File: config.mk
export PLATFORM = sky130hd
export DESIGN_NAME = demux_1x4_fifo_flat
export DESIGN_NICKNAME = d
export VERILOG_FILES = /design/src/rtl/demux_1x4_fifo_pkg.sv /design/src/rtl/demux_1x4_fifo_if.sv /design/src/rtl/demux_1x4_fifo_lane.sv /design/src/rtl/demux_1x4_fifo.sv /design/src/flat_wrapper.sv
export SDC_FILE = /design/constraint.sdc
export NUM_CORES = 1
export LEC_CHECK = 0
export ABC_AREA = 1
export CAP_MARGIN = 30
export CORE_MARGIN = 2
export CORE_UTILIZATION = 35
export CTS_BUF_LIST = sky130_fd_sc_hd__clkbuf_2
export DETAILED_ROUTE_END_ITERATION = 10
export GPL_TIMING_DRIVEN = 0
export PLACE_DENSITY_LB_ADDON = 0.2
export SYNTH_ARGS = -nofsm -noshare
export SYNTH_HDL_FRONTEND = slang
export SYNTH_HIERARCHICAL = 1
export SYNTH_SLANG_ARGS = --single-unit
File: constraint.sdc
create_clock -name clk -period 4.5 [get_ports clk]
set_input_delay 0.9 -clock clk [delete_from_list [all_inputs] [get_ports clk]]
set_output_delay 0.9 -clock clk [all_outputs]
set_load 0.01 [all_outputs]
File: src/rtl/demux_1x4_fifo_pkg.sv
// ============================================================================
// demux_1x4_fifo_pkg : shared defaults and lane-select helpers
// Revision: 1.0
// ============================================================================
`default_nettype none

package demux_1x4_fifo_pkg;

  localparam int DATA_SIZE_DEF   = 12;
  localparam int FIFO_DEPTH_DEF  = 4;
  localparam int ALMOST_FULL_DEF = 3;
  localparam int NUM_LANES       = 4;
  // Lane select occupies the LANE_SEL_W most significant bits of the data word.
  localparam int LANE_SEL_W      = 2;

  function automatic logic [NUM_LANES-1:0] lane_onehot(input logic [LANE_SEL_W-1:0] sel);
    logic [NUM_LANES-1:0] oh;
    oh      = '0;
    oh[sel] = 1'b1;
    return oh;
  endfunction

endpackage

`default_nettype wire

File: src/rtl/demux_1x4_fifo_if.sv
// ============================================================================
// demux_1x4_fifo_if : upstream word stream, per-lane pops and lane status
// Revision: 1.0
// ============================================================================
`default_nettype none

interface demux_1x4_fifo_if
  import demux_1x4_fifo_pkg::*;
#(
  parameter int DATA_SIZE = DATA_SIZE_DEF
);

  logic                 valid_in;
  logic [DATA_SIZE-1:0] data_in;
  logic                 pop0, pop1, pop2, pop3;
  logic [DATA_SIZE-1:0] data_out0, data_out1, data_out2, data_out3;
  logic                 valid_out0, valid_out1, valid_out2, valid_out3;
  logic                 empty0, empty1, empty2, empty3;
  logic                 full0, full1, full2, full3;
  logic                 pause;
  logic                 error;

  modport master (
    output valid_in, data_in, pop0, pop1, pop2, pop3,
    input  data_out0, data_out1, data_out2, data_out3,
    input  valid_out0, valid_out1, valid_out2, valid_out3,
    input  empty0, empty1, empty2, empty3,
    input  full0, full1, full2, full3,
    input  pause, error
  );

  modport slave (
    input  valid_in, data_in, pop0, pop1, pop2, pop3,
    output data_out0, data_out1, data_out2, data_out3,
    output valid_out0, valid_out1, valid_out2, valid_out3,
    output empty0, empty1, empty2, empty3,
    output full0, full1, full2, full3,
    output pause, error
  );

endinterface

`default_nettype wire

File: src/rtl/demux_1x4_fifo_lane.sv
// ============================================================================
// fifo_lane : single-clock FIFO with registered, latency-1 read port
// Revision: 1.0
// ============================================================================
`default_nettype none

module fifo_lane
  import demux_1x4_fifo_pkg::*;
#(
  parameter  int DATA_SIZE  = DATA_SIZE_DEF,
  parameter  int FIFO_DEPTH = FIFO_DEPTH_DEF,
  localparam int PW         = $clog2(FIFO_DEPTH),
  localparam int CW         = PW + 1
) (
  input  wire logic                 clk,
  input  wire logic                 reset_L,
  input  wire logic                 push_i,
  input  wire logic                 pop_i,
  input  wire logic [DATA_SIZE-1:0] data_i,
  output logic      [DATA_SIZE-1:0] data_o,
  output logic                      valid_o,
  output logic                      full_o,
  output logic                      empty_o,
  output logic      [CW-1:0]        count_o
);

  localparam logic [CW-1:0] C_DEPTH = CW'(FIFO_DEPTH);

  logic [DATA_SIZE-1:0] mem_q [FIFO_DEPTH];
  logic [PW-1:0]        wr_ptr_q, wr_ptr_d;
  logic [PW-1:0]        rd_ptr_q, rd_ptr_d;
  logic [CW-1:0]        count_q,  count_d;
  logic [DATA_SIZE-1:0] data_q,   data_d;
  logic                 valid_q,  valid_d;
  logic                 w_do_push, w_do_pop;

  assign empty_o = (count_q == '0);
  assign full_o  = (count_q == C_DEPTH);
  assign count_o = count_q;
  assign data_o  = data_q;
  assign valid_o = valid_q;

  // Status comes from registered occupancy only, so a pop never sees a same-cycle push.
  assign w_do_push = push_i && !full_o;
  assign w_do_pop  = pop_i  && !empty_o;

  always_comb begin
    wr_ptr_d = w_do_push ? wr_ptr_q + PW'(1) : wr_ptr_q;
    rd_ptr_d = w_do_pop  ? rd_ptr_q + PW'(1) : rd_ptr_q;
    count_d  = count_q;
    case ({w_do_push, w_do_pop})
      2'b10:   count_d = count_q + CW'(1);
      2'b01:   count_d = count_q - CW'(1);
      default: count_d = count_q;
    endcase
    valid_d = w_do_pop;
    data_d  = w_do_pop ? mem_q[rd_ptr_q] : data_q;
  end

  always_ff @(posedge clk or negedge reset_L) begin
    if (!reset_L) begin
      wr_ptr_q <= '0;
      rd_ptr_q <= '0;
      count_q  <= '0;
      data_q   <= '0;
      valid_q  <= 1'b0;
    end else begin
      wr_ptr_q <= wr_ptr_d;
      rd_ptr_q <= rd_ptr_d;
      count_q  <= count_d;
      data_q   <= data_d;
      valid_q  <= valid_d;
    end
  end

  always_ff @(posedge clk) begin
    if (w_do_push) begin
      mem_q[wr_ptr_q] <= data_i;
    end
  end

endmodule

`default_nettype wire

File: src/rtl/demux_1x4_fifo.sv
// ============================================================================
// demux_1x4_fifo : routes each word to one of four FIFO lanes by its top bits
// Revision: 1.0
// ============================================================================
`default_nettype none

module demux_1x4_fifo
  import demux_1x4_fifo_pkg::*;
#(
  parameter  int DATA_SIZE   = DATA_SIZE_DEF,
  parameter  int FIFO_DEPTH  = FIFO_DEPTH_DEF,
  parameter  int ALMOST_FULL = ALMOST_FULL_DEF,
  localparam int CW          = $clog2(FIFO_DEPTH) + 1
) (
  input  wire logic         clk,
  input  wire logic         reset_L,
  demux_1x4_fifo_if.slave   bus
);

  localparam logic [CW-1:0] C_ALMOST_FULL = CW'(ALMOST_FULL);

  logic [LANE_SEL_W-1:0] w_dest;
  logic [NUM_LANES-1:0]  w_pop, w_push, w_full, w_empty, w_valid;
  logic [DATA_SIZE-1:0]  w_dout  [NUM_LANES];
  logic [CW-1:0]         w_count [NUM_LANES];
  logic                  w_drop;
  logic                  w_pause;
  logic                  error_q, error_d;

  assign w_dest = bus.data_in[DATA_SIZE-1 -: LANE_SEL_W];
  assign w_pop  = {bus.pop3, bus.pop2, bus.pop1, bus.pop0};
  assign w_push = bus.valid_in ? (lane_onehot(w_dest) & ~w_full) : '0;
  // A full destination drops the word even when that lane pops in the same cycle.
  assign w_drop = bus.valid_in && w_full[w_dest];

  generate
    for (genvar gi = 0; gi < NUM_LANES; gi++) begin : g_lane
      fifo_lane #(
        .DATA_SIZE  (DATA_SIZE),
        .FIFO_DEPTH (FIFO_DEPTH)
      ) u_lane (
        .clk     (clk),
        .reset_L (reset_L),
        .push_i  (w_push[gi]),
        .pop_i   (w_pop[gi]),
        .data_i  (bus.data_in),
        .data_o  (w_dout[gi]),
        .valid_o (w_valid[gi]),
        .full_o  (w_full[gi]),
        .empty_o (w_empty[gi]),
        .count_o (w_count[gi])
      );
    end
  endgenerate

  always_comb begin
    w_pause = 1'b0;
    for (int i = 0; i < NUM_LANES; i++) begin
      w_pause = w_pause | (w_count[i] >= C_ALMOST_FULL);
    end
  end

  assign error_d = error_q | w_drop;

  always_ff @(posedge clk or negedge reset_L) begin
    if (!reset_L) begin
      error_q <= 1'b0;
    end else begin
      error_q <= error_d;
    end
  end

  assign bus.data_out0  = w_dout[0];
  assign bus.data_out1  = w_dout[1];
  assign bus.data_out2  = w_dout[2];
  assign bus.data_out3  = w_dout[3];
  assign bus.valid_out0 = w_valid[0];
  assign bus.valid_out1 = w_valid[1];
  assign bus.valid_out2 = w_valid[2];
  assign bus.valid_out3 = w_valid[3];
  assign bus.empty0     = w_empty[0];
  assign bus.empty1     = w_empty[1];
  assign bus.empty2     = w_empty[2];
  assign bus.empty3     = w_empty[3];
  assign bus.full0      = w_full[0];
  assign bus.full1      = w_full[1];
  assign bus.full2      = w_full[2];
  assign bus.full3      = w_full[3];
  assign bus.pause      = w_pause;
  assign bus.error      = error_q;

endmodule

`default_nettype wire

File: src/flat_wrapper.sv
// flat-port wrapper written by rule: the top's interface ports become plain ports
module demux_1x4_fifo_flat import demux_1x4_fifo_pkg::*;
#(
  parameter  int DATA_SIZE   = DATA_SIZE_DEF,
  parameter  int FIFO_DEPTH  = FIFO_DEPTH_DEF,
  parameter  int ALMOST_FULL = ALMOST_FULL_DEF,
  localparam int CW          = $clog2(FIFO_DEPTH) + 1
)
  (clk, reset_L, bus_valid_in, bus_data_in, bus_pop0, bus_pop1, bus_pop2, bus_pop3, bus_data_out0, bus_data_out1, bus_data_out2, bus_data_out3, bus_valid_out0, bus_valid_out1, bus_valid_out2, bus_valid_out3, bus_empty0, bus_empty1, bus_empty2, bus_empty3, bus_full0, bus_full1, bus_full2, bus_full3, bus_pause, bus_error);
  demux_1x4_fifo_if #(.DATA_SIZE(DATA_SIZE)) bus_i ();
  input  wire logic clk;
  input  wire logic reset_L;
  input wire logic [$bits(bus_i.valid_in)-1:0] bus_valid_in;
  input wire logic [$bits(bus_i.data_in)-1:0] bus_data_in;
  input wire logic [$bits(bus_i.pop0)-1:0] bus_pop0;
  input wire logic [$bits(bus_i.pop1)-1:0] bus_pop1;
  input wire logic [$bits(bus_i.pop2)-1:0] bus_pop2;
  input wire logic [$bits(bus_i.pop3)-1:0] bus_pop3;
  output wire logic [$bits(bus_i.data_out0)-1:0] bus_data_out0;
  output wire logic [$bits(bus_i.data_out1)-1:0] bus_data_out1;
  output wire logic [$bits(bus_i.data_out2)-1:0] bus_data_out2;
  output wire logic [$bits(bus_i.data_out3)-1:0] bus_data_out3;
  output wire logic [$bits(bus_i.valid_out0)-1:0] bus_valid_out0;
  output wire logic [$bits(bus_i.valid_out1)-1:0] bus_valid_out1;
  output wire logic [$bits(bus_i.valid_out2)-1:0] bus_valid_out2;
  output wire logic [$bits(bus_i.valid_out3)-1:0] bus_valid_out3;
  output wire logic [$bits(bus_i.empty0)-1:0] bus_empty0;
  output wire logic [$bits(bus_i.empty1)-1:0] bus_empty1;
  output wire logic [$bits(bus_i.empty2)-1:0] bus_empty2;
  output wire logic [$bits(bus_i.empty3)-1:0] bus_empty3;
  output wire logic [$bits(bus_i.full0)-1:0] bus_full0;
  output wire logic [$bits(bus_i.full1)-1:0] bus_full1;
  output wire logic [$bits(bus_i.full2)-1:0] bus_full2;
  output wire logic [$bits(bus_i.full3)-1:0] bus_full3;
  output wire logic [$bits(bus_i.pause)-1:0] bus_pause;
  output wire logic [$bits(bus_i.error)-1:0] bus_error;
  assign bus_i.valid_in = bus_valid_in;
  assign bus_i.data_in = bus_data_in;
  assign bus_i.pop0 = bus_pop0;
  assign bus_i.pop1 = bus_pop1;
  assign bus_i.pop2 = bus_pop2;
  assign bus_i.pop3 = bus_pop3;
  assign bus_data_out0 = bus_i.data_out0;
  assign bus_data_out1 = bus_i.data_out1;
  assign bus_data_out2 = bus_i.data_out2;
  assign bus_data_out3 = bus_i.data_out3;
  assign bus_valid_out0 = bus_i.valid_out0;
  assign bus_valid_out1 = bus_i.valid_out1;
  assign bus_valid_out2 = bus_i.valid_out2;
  assign bus_valid_out3 = bus_i.valid_out3;
  assign bus_empty0 = bus_i.empty0;
  assign bus_empty1 = bus_i.empty1;
  assign bus_empty2 = bus_i.empty2;
  assign bus_empty3 = bus_i.empty3;
  assign bus_full0 = bus_i.full0;
  assign bus_full1 = bus_i.full1;
  assign bus_full2 = bus_i.full2;
  assign bus_full3 = bus_i.full3;
  assign bus_pause = bus_i.pause;
  assign bus_error = bus_i.error;
  demux_1x4_fifo #(.DATA_SIZE(DATA_SIZE), .FIFO_DEPTH(FIFO_DEPTH), .ALMOST_FULL(ALMOST_FULL)) u_core (.clk(clk), .reset_L(reset_L), .bus(bus_i));
endmodule
==> summary.txt <==
Placement
  – Dpl hpwl: 17800 um
  – Gpl congestion: 0.742
  – PortBufs: 80

Clocking
  – TritonCTS buffer count: 73
  – Htree depth: 3
  – Setup repair bufs after CTS: 0
  – CTS root buffer: clkbuf_2
  – Post_cts resized: 0
  – CTS tree: built
  – Clock-pin slew on the worst setup and hold paths: 80 ps
  – Clock latency on the worst-skew pair: 840 ps
  – Clock sinks: 273
  – Maximum root-to-sink buffer count: 3

Synthesis
  – Synth cell count leaders: nand2_1, inv_1, edfxtp_1, nand3_1, dfrtp_1
  – Sequential share of the synthesized area: 0.647
  – Syn nets: 1244
  – Mapped Cells: 1201
  – Yosys top cell area share: 0.479
  – Top post-synthesis cells by area: edfxtp_1, dfrtp_1, nand2_1, inv_1, nand3_1
  – Post-synth EDFFs: 192
  – Async set-reset flop share out of synthesis: 0.297
  – Distinct cells, synth: 22
  – Top FF cell, synth: edfxtp_1
  – Yosys top cell by area: edfxtp_1
  – Most frequent cell after synthesis: nand2_1
  – Synth Area per Inst: 10.0 um^2
  – Yosys warnings: 6
  – Seq cells post-synth: 273
  – Synthesized area: 12000 um^2

Layout
  – Layout cells sized above 1: 0.146
  – Filler instances: 3344
  – Area Growth Syn to Fin: 18.8%
  – Nets@finish: 1418

Power and ir drop
  – IR drop worst, VDD: 250 uV
  – Static Leakage: 6.89 nW
  – Power Density: 580 nW/um^2

Detailed routing
  – Post-Route WL: 27000 um
  – DR WL/cell: 14.4 um
  – 1st-pass router iterations: 4
  – Vias per std cell: 4.27
  – Antenna viol nets, final: 0
  – Drt drc: 0
  – DRT iter0 DRCs: 475
  – DR vias: 8045

STA
  – Hold Vio Cnt, Final: 0
  – Setup TNS: 0 ps
  – Max Freq: 0.293 GHz
  – Min cycle time layout: 3410 ps
  – Worst slew pin tran: 934 ps
  – Tcrit/Tclk final: 0.758
  – Unrepaired setup endpoints after global routing: false
  – Worst hold slack: 483 ps
  – Layout Skew: 88.4 ps
  – Max-slew headroom: 0.372
  – Fin. max-slew vios: 0
  – Setup violators final: 0

Worst setup path
  – Req. time, crit path: 5020 ps
  – Crit path launch type: primary input
  – Max Fanout on Critical Path: 21
  – Worst EP arrival: 3930 ps
  – Critical Path End Type: flip-flop
  – Setup CP Type: in2reg

Hold path
  – Tightest Hold Check Type: reg2reg

Run
  – Max-cap violations: 0

Global route
  – Largest net degree at the start of global routing: 54
  – Vias in the first global route: 8164
  – Global-route wire length before repair: 43000 um
  – Initial antenna violation count: 1
  – GRT Total Usage: 0.156
  – Global route overflow: 0

Outcome
  – Outcome: complete, no violations

Die
  – Core area: 33700 um^2
  – Die area: 35900 um^2
  – FP Rows: 67
  – Height of the die: 189 um
  – Initial Utilization: 0.357
  – Die Width: 189 um
  – Io pins: 81
cell families (layout without fill, tap and decap cells):
family / Yosys count / in the layout / synth area share
flip-flops: 273 / 273 / 0.647
XOR/XNOR: 16 / 16 / 0.0116
AO/OA/AOI/OAI: 20 / 20 / 0.0166
buffers and inverters: 296 / 528 / 0.103
adder cells (fa/ha/maj): 24 / 24 / 0.0274
AND/OR/NAND/NOR: 572 / 572 / 0.194
other: 0 / 1 / 0
final cells by class:
class                   instances  area (um^2)  share of cell area
diodes                          1         2.50            0.000175
plain buffers                  36          260              0.0182
clock buffers                 117          586              0.0409
clock inverters                16         87.6             0.00612
inverters                     260          976              0.0682
multi-input cells             632         3010               0.210
flip-flops and latches        273         7790               0.545
well taps                     448          561              0.0392
repair buffers                 99         1030              0.0721
state kept, by name, indices dropped and copies added (netlist names):
name                           flops
u_core/g_lane.u_lane/valid_o       4
u_core/g_lane.u_lane/wr_ptr_q      8
u_core/bus.error                   1
u_core/g_lane.u_lane/count_o      12
u_core/g_lane.u_lane/data_o       48
u_core/g_lane.u_lane/mem_q       192
u_core/g_lane.u_lane/rd_ptr_q      8
cell usage in the layout (no fill, tap or decap), types with 13 or more instances in the layout:
master	count
clkbuf_2	117
buf_6	24
edfxtp_1	192
inv_1	247
buf_2	16
buf_4	13
ha_1	20
nand2_1	431
nor2_1	20
nand3_1	104
dfrtp_1	81
inv_2	15
clkdlybuf4s50_1	79
final timing paths:
kind	slack [ps]	startpoint	end	depth (start not counted)
max in group asynchronous	3230	reset_L	u_core/g_lane[0].u_lane/count_o[1]	3
worst min-delay path	480	u_core/g_lane[1].u_lane/data_o[4]	u_core/g_lane[1].u_lane/data_o[4]	2
worst max register to register	1430	u_core/g_lane[2].u_lane/count_o[0]	u_core/g_lane[2].u_lane/mem_q[0][0]	7
min in group asynchronous	550	reset_L	u_core/g_lane[3].u_lane/data_o[5]	2
worst max-delay path	1090	bus_data_in[10]	u_core/g_lane[3].u_lane/mem_q[1][3]	6
worst min register to register	480	u_core/g_lane[1].u_lane/data_o[4]	u_core/g_lane[1].u_lane/data_o[4]	2
power by group:
group,switching [mW],total (mW),internal [mW]
Sequential,0.294,3.44,3.14
Combinational,1.85,3.13,1.28
Clock,1.00,1.74,0.737
metrics by stage:
stage / cell area [um^2] / utilization / setup slack (ps) / std cells / power, mW
after global placement: 13400 / 0.398 / -1130 / 1729 / 6.59
after floorplan: 12000 / - / 2080 / 1201 / 5.38
after CTS: 14300 / 0.424 / 1020 / 1881 / 8.47
final: 14300 / 0.425 / 1090 / 1882 / 8.30
after detailed placement: 13600 / 0.404 / 272 / 1747 / 6.66
after global routing: 14300 / 0.425 / 981 / 1882 / 9.00
worst max-delay path: stages:
cell and delay [ps]:
clkdlybuf4s50_1 1080, inv_2 130, nor4_1 740, nand2_2 250, nor2_1 590, buf_6 240
layer usage:
metal	global-route usage	part of all wire
met1	0.209	0.47
met5	0	0
met4	0.0623	0.029
met2	0.250	0.46
met3	0.0321	0.043
what timing repair did:
action / 4_1_cts / 5_1_grt
hold buffers: 1 / 0
endpoints found under the hold margin: 28 / 0
setup endpoints to repair: 0 / 0
No activity file was read; power rests on OpenSTA's default activity.
